### src/rtl/seg_accum_display.sv
// Registered adder/accumulator with overflow tracking, driving a scanned
// active-low hexadecimal seven-segment display (WIDTH/4 nibbles plus a carry digit).
module seg_accum_display #(
    parameter int unsigned WIDTH    = 8,
    parameter int unsigned SCAN_DIV = 50000,
    parameter int unsigned LZB      = 0
) (
    input  logic                    i_clk,
    input  logic                    i_reset,
    input  logic [WIDTH-1:0]        i_a,
    input  logic [WIDTH-1:0]        i_b,
    input  logic                    i_cin,
    input  logic                    i_mode,
    input  logic                    i_go,
    input  logic                    i_clear,
    output logic [WIDTH-1:0]        o_sum,
    output logic                    o_cout,
    output logic                    o_ovf,
    output logic                    o_valid,
    output logic [6:0]              o_segments,
    output logic [WIDTH/4:0]        o_digit_en
);

    localparam int unsigned NIB    = WIDTH / 4;
    localparam int unsigned DIGITS = NIB + 1;
    localparam int unsigned IW     = $clog2(DIGITS);
    localparam int unsigned PW     = (SCAN_DIV > 1) ? $clog2(SCAN_DIV) : 1;

    logic [WIDTH-1:0]  r_sum;
    logic              r_cout;
    logic              r_ovf;
    logic              r_valid;
    logic [PW-1:0]     r_presc;
    logic [IW-1:0]     r_idx;
    logic [6:0]        r_segments;
    logic [DIGITS-1:0] r_digit_en;

    logic [WIDTH-1:0]  w_op_a;
    logic [WIDTH-1:0]  w_op_b;
    logic [WIDTH:0]    w_add;
    logic              w_wrap;
    logic [IW-1:0]     w_idx_nxt;
    logic [NIB-1:0]    w_upper_zero;
    logic [3:0]        w_nib;
    logic              w_blank;
    logic [6:0]        w_glyph;

    function automatic logic [6:0] hex_glyph(input logic [3:0] n);
        logic [6:0] g;
        case (n)
            4'h0: g = 7'b1000000;
            4'h1: g = 7'b1111001;
            4'h2: g = 7'b0100100;
            4'h3: g = 7'b0110000;
            4'h4: g = 7'b0011001;
            4'h5: g = 7'b0010010;
            4'h6: g = 7'b0000010;
            4'h7: g = 7'b1111000;
            4'h8: g = 7'b0000000;
            4'h9: g = 7'b0010000;
            4'hA: g = 7'b0001000;
            4'hB: g = 7'b0000011;
            4'hC: g = 7'b1000110;
            4'hD: g = 7'b0100001;
            4'hE: g = 7'b0000110;
            default: g = 7'b0001110;
        endcase
        return g;
    endfunction

    // Accumulate mode replaces the B operand with the running sum.
    assign w_op_a = i_mode ? r_sum : i_a;
    assign w_op_b = i_mode ? i_a : i_b;
    assign w_add  = {1'b0, w_op_a} + {1'b0, w_op_b} + {{WIDTH{1'b0}}, i_cin};

    always_ff @(posedge i_clk) begin
        if (i_reset) begin
            r_sum   <= '0;
            r_cout  <= 1'b0;
            r_ovf   <= 1'b0;
            r_valid <= 1'b0;
        end else if (i_clear) begin
            r_sum   <= '0;
            r_cout  <= 1'b0;
            r_ovf   <= 1'b0;
            r_valid <= 1'b0;
        end else if (i_go) begin
            r_sum   <= w_add[WIDTH-1:0];
            r_cout  <= w_add[WIDTH];
            r_ovf   <= r_ovf | (i_mode & w_add[WIDTH]);
            r_valid <= 1'b1;
        end else begin
            r_valid <= 1'b0;
        end
    end

    assign w_wrap    = (r_presc == PW'(SCAN_DIV - 1));
    assign w_idx_nxt = (r_idx == IW'(DIGITS - 1)) ? '0 : r_idx + 1'b1;

    // w_upper_zero[k]: nibble k and every nibble above it are zero.
    always_comb begin
        w_upper_zero = '0;
        w_upper_zero[NIB-1] = (r_sum[WIDTH-1 -: 4] == 4'h0);
        for (int k = NIB - 2; k >= 0; k--) begin
            w_upper_zero[k] = w_upper_zero[k+1] & (r_sum[4*k +: 4] == 4'h0);
        end
    end

    always_comb begin
        w_nib   = '0;
        w_blank = 1'b0;
        if (w_idx_nxt == IW'(DIGITS - 1)) begin
            w_nib   = {3'b000, r_cout};
            w_blank = (LZB != 0) && !r_cout;
        end else begin
            for (int k = 0; k < NIB; k++) begin
                if (w_idx_nxt == IW'(k)) begin
                    w_nib   = r_sum[4*k +: 4];
                    w_blank = (LZB != 0) && (k != 0) && w_upper_zero[k];
                end
            end
        end
        w_glyph = w_blank ? 7'b1111111 : hex_glyph(w_nib);
    end

    // Select and glyph load on the same edge so they never disagree.
    always_ff @(posedge i_clk) begin
        if (i_reset) begin
            r_presc    <= '0;
            r_idx      <= '0;
            r_digit_en <= ~DIGITS'(1);
            r_segments <= 7'b1000000;
        end else if (w_wrap) begin
            r_presc    <= '0;
            r_idx      <= w_idx_nxt;
            r_digit_en <= ~(DIGITS'(1) << w_idx_nxt);
            r_segments <= w_glyph;
        end else begin
            r_presc    <= r_presc + 1'b1;
        end
    end

    assign o_sum      = r_sum;
    assign o_cout     = r_cout;
    assign o_ovf      = r_ovf;
    assign o_valid    = r_valid;
    assign o_segments = r_segments;
    assign o_digit_en = r_digit_en;

endmodule

### config.mk
export PLATFORM = sky130hd
export DESIGN_NAME = seg_accum_display
export DESIGN_NICKNAME = d
export VERILOG_FILES = /design/src/rtl/seg_accum_display.sv
export SDC_FILE = /design/constraint.sdc
export NUM_CORES = 1
export LEC_CHECK = 0
export ABC_AREA = 1
export CAP_MARGIN = 40
export CORE_ASPECT_RATIO = 1.4
export CORE_MARGIN = 5
export CORE_UTILIZATION = 35
export DETAILED_ROUTE_END_ITERATION = 10
export GPL_ROUTABILITY_DRIVEN = 0
export PLACE_DENSITY = 0.59
export SLEW_MARGIN = 30
export SYNTH_ARGS = -nofsm -noshare
export SYNTH_HDL_FRONTEND = slang
export SYNTH_SLANG_ARGS = --single-unit
### constraint.sdc
create_clock -name i_clk -period 4.2 [get_ports i_clk]
set_clock_uncertainty 0.05 [all_clocks]
set_input_delay 0.63 -clock i_clk [delete_from_list [all_inputs] [get_ports i_clk]]
set_output_delay 0.63 -clock i_clk [all_outputs]
set_load 0.03 [all_outputs]
After elaboration in Yosys (flattened, before gate mapping). Memories as Yosys holds them, arrays and structs flattened. A register that Yosys moved wholly into a read port is not among the register bits. Cells that the tools add are included.

Register bits: 32. Bits in read-only memories: 112. Input bits: 22. Output and inout port bits: 21. Logic and storage cells: 30. Memories kept: 1.

$add $sub $neg: 4. Equality and inequality tests: 4. Shift operators: 1. Mux-type cells: 7. Bitwise logic cells: 3. Reduce and logical (&&, ||, !) cells: 3.

Memory list: (no name shown) (depth 16, width 7, rd ports 1, clocked after memory_dff 1, write ports 0, line 50) `case (n)`.

Operators with widths (count): 16-bit by 1-bit adder with 16-bit output (second input constant) (1); 16-bit == test (second input constant) (1); 8-bit two-way mux (2); 4-bit two-way mux (3); 8-bit by 8-bit adder with 9-bit output (1); 9-bit by 1-bit adder with 9-bit output (1); 2-bit == test (second input constant) (2); 2-bit OR reduction (2); 3-bit NOT (1); 1-bit by 2-bit << shifter with 3-bit output (first input constant) (1); 2-bit by 1-bit adder with 2-bit output (second input constant) (1); 2-bit by 1-bit == test with 1-bit output (second input constant) (1); 2-bit logical NOT (1); 2-bit two-way mux (1); 1-bit bitwise AND (1); 1-bit two-way mux (1); 1-bit OR (1).

Depth between registers and ports, before layout.
Depth after elaboration: 6. Gate-level depth with buffers: 14. Mapped depth without buffers: 13.

Worst setup path before layout. Ideal clock, no wire load.

Path kind: in2reg. From: input port i_mode. To: register r_sum[4] (netlist: o_sum[4]). Library setup time: 0.115 ns. Arrival: 2.382 ns. Required time: 4.035 ns. Setup slack: 1.653 ns. Stages: 12. Path buffers: 2. Path through: buf_2 -> buf_1 -> o21ai_0 -> fa_1 -> inv_1 -> fa_1 -> inv_1 -> nand2_1 -> nand2_1 -> xor2_1 -> o21ai_0 -> inv_1.

Longest elaborated chain between the ends: 3. Elaborated cells between the ends (all ways): 4. Those cells by class: 2 x add/sub; 2 x mux.

RTL lines: from (decl) (line 13) `input logic i_mode,`; 8-bit two-way mux (on tied branches) (line 72, 73); 8-bit by 8-bit adder with 9-bit output * (line 74) `assign w_add = {1'b0, w_op_a} + {1'b0, w_op_b} + {{WIDTH{1'b0}}, i_cin};`; 9-bit by 1-bit adder with 9-bit output * (line 74); to (signal assigned) (line 88) `r_sum <= w_add[WIDTH-1:0];`; to (decl) (line 29) `logic [WIDTH-1:0] r_sum;`.

Mark *: on every way between the ends. The rest lies on a longest branch, timed or not. A chain may end at the register's enable or synchronous reset.

Worst setup path after layout. Ends and elaborated chain as after synthesis.

==> metrics.md <==
| Metric | Value |
|---|---|
| Post-DR wirelength/cell | `11.7 µm` |
| Class of the worst hold path | `reg -> reg` |
| Remaining number of nets flagged by the antenna check after routing | `0` |
| Clock-pin slew on the worst setup and hold paths | `~0.08 ns` |
| Total negative slack | `0 ns` |
| Remaining global-route overflow | `0` |
| First-pass GRT wire length | `11000 µm` |
| RSZ-0062 raised after global routing | `false` |
| # diodes | `0` |
| Cell count after synthesis | `slightly below 400` |
| DRT iter0 DRCs | `87` |
| Maximum clock frequency | `0.339 GHz` |
| Number of flops mapped to enable cells by yosys | `0` |
| Endpoints failing setup | `0` |
| Quantity of gates resized following cts | `0` |
| Layout Cells excl Fill | `538` |
| Hold-fix buffer count after cts | `0` |
| Largest area contributor in the netlist | `sky130_fd_sc_hd__dfxtp_1` |
| Buffer count from post-CTS setup fixing | `0` |
| Net count of the mapped netlist | `about 440` |
| All-Layer GR Usage | `0.138` |
| Pin slew with the least headroom to its limit | `0.712 ns` |
| Buffers from clock root to sink, at most | `2` |
| Critical path's most frequent cell | `sky130_fd_sc_hd__inv_1` |
| Chain of cells forming the critical path | `clkdlybuf4s50_1 > o21ai_0 > fa_1 > inv_1 > fa_1 > inv_1 > nand2_1 > nand2_1 > xor2_1 > o21ai_0 > inv_1` |
| Status | `completed` |
| Share of flip-flops with an asynchronous set or reset after synthesis | `0` |
| DRT Pass-1 Iters | `5` |
| Mean instance size in the synthesized netlist | `between 6 and 7 µm²` |
| Number of buffers inserted during clock tree synthesis | `5` |
| Routed WL | `between 6000 and 7000 µm` |
| Sort of element at the end of the critical path | `flop` |
| Count of boundary I/O pins | `43` |
| CTS tree | `done` |
| Layout-stage area growth over the synthesis result | `22.2%` |
| Clock Root Buffer | `sky130_fd_sc_hd__clkbuf_8` |
| Part of the Yosys area used for sequential elements | `0.287` |
| Most used flip-flop cell after synthesis | `sky130_fd_sc_hd__dfxtp_1` |
| Source-to-sink clock delay at the later pin of the worst-skew pair | `roughly 0.30 ns` |
| Fraction of layout instances using a drive strength above 1 | `0.107` |
| CP Max Fanout | `21` |
| Cell with the most instances after synthesis | `sky130_fd_sc_hd__nand2_1` |
| Maximum number of pins on one net before global-route repair | `22` |
| Mapped Area | `2720 µm²` |
| Port Buf Inserts | `42` |
| Proportion of netlist area held by the largest area contributor | `0.287` |
| Die outline area | `roughly 9600 µm²` |
| Number of antenna violations at the first check in global routing | `0` |
| Nature of the critical path startpoint | `primary input` |
| Horizontal extent of the die | `between 80 and 90 µm` |
| Maximum level of the CTS H-tree | `2` |
| Peak ir drop on the vdd network | `approximately 0.00012 V` |
| Period minus WS final | `around 2.9 ns` |
| Delay of the slowest critical-path stage | `0.93 ns` |
| Placement row count | `38` |
| DP Wirelength | `5060 µm` |
| Fin. Hold Viols | `0` |
| Start-to-end type of the worst setup path | `in -> reg` |
| Power per standard cell area | `about 280 nW/µm²` |
| Final Cycle Share | `0.702` |
| Library cell contributing the largest single delay on the critical path | `sky130_fd_sc_hd__clkdlybuf4s50_1` |
| Data arrival at the endpoint of the critical path | `3.10 ns` |
| Routed vias | `around 2600` |
| Number of DRC violations after detailed routing | `0` |
| Max capacitance violation total | `0` |
| Number of global-route vias before repair | `~2500` |
| Cell count after placement | `530` |
| Count of different cell masters after synthesis | `35` |
| Via-per-instance ratio | `4.79` |
| Most used standard cells in the synthesized netlist | `sky130_fd_sc_hd__nand2_1, sky130_fd_sc_hd__inv_1, sky130_fd_sc_hd__nand3_1` |
| Largest cells by area after synthesis | `sky130_fd_sc_hd__dfxtp_1, sky130_fd_sc_hd__nand2_1, sky130_fd_sc_hd__nand3_1, sky130_fd_sc_hd__inv_1, sky130_fd_sc_hd__ha_1` |
| Die Ht | `114 µm` |
| Flop and latch count out of synthesis | `39` |
| Normalized max-slew margin | `0.524` |
| Initial Util | `0.355` |
| Number of synthesis warnings | `0` |
| Cell leakage power | `0.00143 µW` |
| Area of the placeable core | `approximately 7700 µm²` |
| Number of nets in the final layout | `about 480` |
| Total number of clock tree sinks | `39` |
| Slew Limit Fails | `0` |
| Data required time of the worst path | `4.35 ns` |
per-layer routing:
metal	GRT usage	part of all wire	vias up
met2	0.252	0.50	58
met1	0.154	0.42	1147
li1	-	-	1358
met3	0.0281	0.048	12
met5	0	0	-
met4	0.0623	0.025	0
cell type report:
class	count	area, µm²
well taps	100	125
fillers	832	4330
clock inverters	2	35.0
repair buffers	43	428
flip-flops and latches	39	781
multi-input cells	286	1640
inverters	62	233
clock buffers	6	82.6
state kept, by name (all words and copies together), names as in the netlist:
name,count
o_valid,1
o_sum,8
o_digit_en,3
o_ovf,1
r_idx,2
o_segments,7
o_cout,1
r_presc,16
power breakdown:
| group | leakage (µW) | switching (µW) | total, µW | internal, µW |
|---|---|---|---|---|
| clock | 0.0000612 | 138 | 330 | 192 |
| sequential | 0.000316 | 8.03 | 386 | 378 |
| combinational | 0.00105 | 111 | 199 | 87.4 |
| total | 0.00143 | 257 | 914 | 657 |
placed cells by master (no fill, tap or decap), types with 3 or more instances in the layout:
cell type / count
sky130_fd_sc_hd__xnor2_1: 3
sky130_fd_sc_hd__clkdlybuf4s50_1: 42
sky130_fd_sc_hd__mux2_2: 6
sky130_fd_sc_hd__nor2_2: 8
sky130_fd_sc_hd__nand2_1: 94
sky130_fd_sc_hd__nor3_1: 4
sky130_fd_sc_hd__nand3_1: 46
sky130_fd_sc_hd__ha_1: 14
sky130_fd_sc_hd__o21ai_0: 8
sky130_fd_sc_hd__nand3b_1: 3
sky130_fd_sc_hd__nand2_2: 6
sky130_fd_sc_hd__nand3_2: 4
sky130_fd_sc_hd__a21oi_1: 31
sky130_fd_sc_hd__nand4_1: 11
sky130_fd_sc_hd__inv_1: 61
sky130_fd_sc_hd__nor2_1: 29
sky130_fd_sc_hd__dfxtp_1: 39
sky130_fd_sc_hd__clkbuf_8: 6
critical path, delay by kind of cell:
| kind | cells | cell delay (ns) |
|---|---|---|
| buffers and inverters | 4 | 1.13 |
| adder cells (fa/ha/maj) | 2 | 0.67 |
| AO/OA/AOI/OAI | 2 | 0.40 |
| XOR/XNOR | 1 | 0.14 |
| AND/OR/NAND/NOR | 2 | 0.13 |
per-stage QoR:
step / area [µm²] / hold WS [ns] / worst slack (ns) / total power (µW) / utilization
4_1_cts: 3320 / 0.407 / 1.26 / 929 / 0.434
3_5_place_dp: 3200 / 0.390 / 0.935 / 594 / 0.418
3_3_place_gp: 3200 / 0.385 / 0.979 / 591 / 0.418
6_report: 3320 / 0.401 / 1.25 / 914 / 0.434
5_1_grt: 3320 / 0.430 / 0.960 / 974 / 0.434
2_1_floorplan: 2720 / 0.368 / 1.65 / 535 / -
path summary, 6_finish.rpt:
kind | start | endpoint | slack [ns] | depth (start not counted)
hold / removal | o_digit_en[2] | o_digit_en[2] | 0.40 | 2
hold reg to reg | o_digit_en[2] | o_digit_en[2] | 0.40 | 2
setup / recovery | i_mode | o_sum[4] | 1.25 | 11
setup reg to reg | o_sum[0] | o_ovf | 2.22 | 12
kinds of logic (layout without fill, tap and decap cells):
group	after synthesis	in the layout	synth area share
flops	39	39	0.287
buf+inv	72	113	0.110
simple gates	212	212	0.378
mux	6	6	0.0249
fa+ha+maj	16	16	0.0792
compound gates	48	48	0.108
xor+xnor	4	4	0.0129
Note: power is estimated with default switching activity, not from simulation.
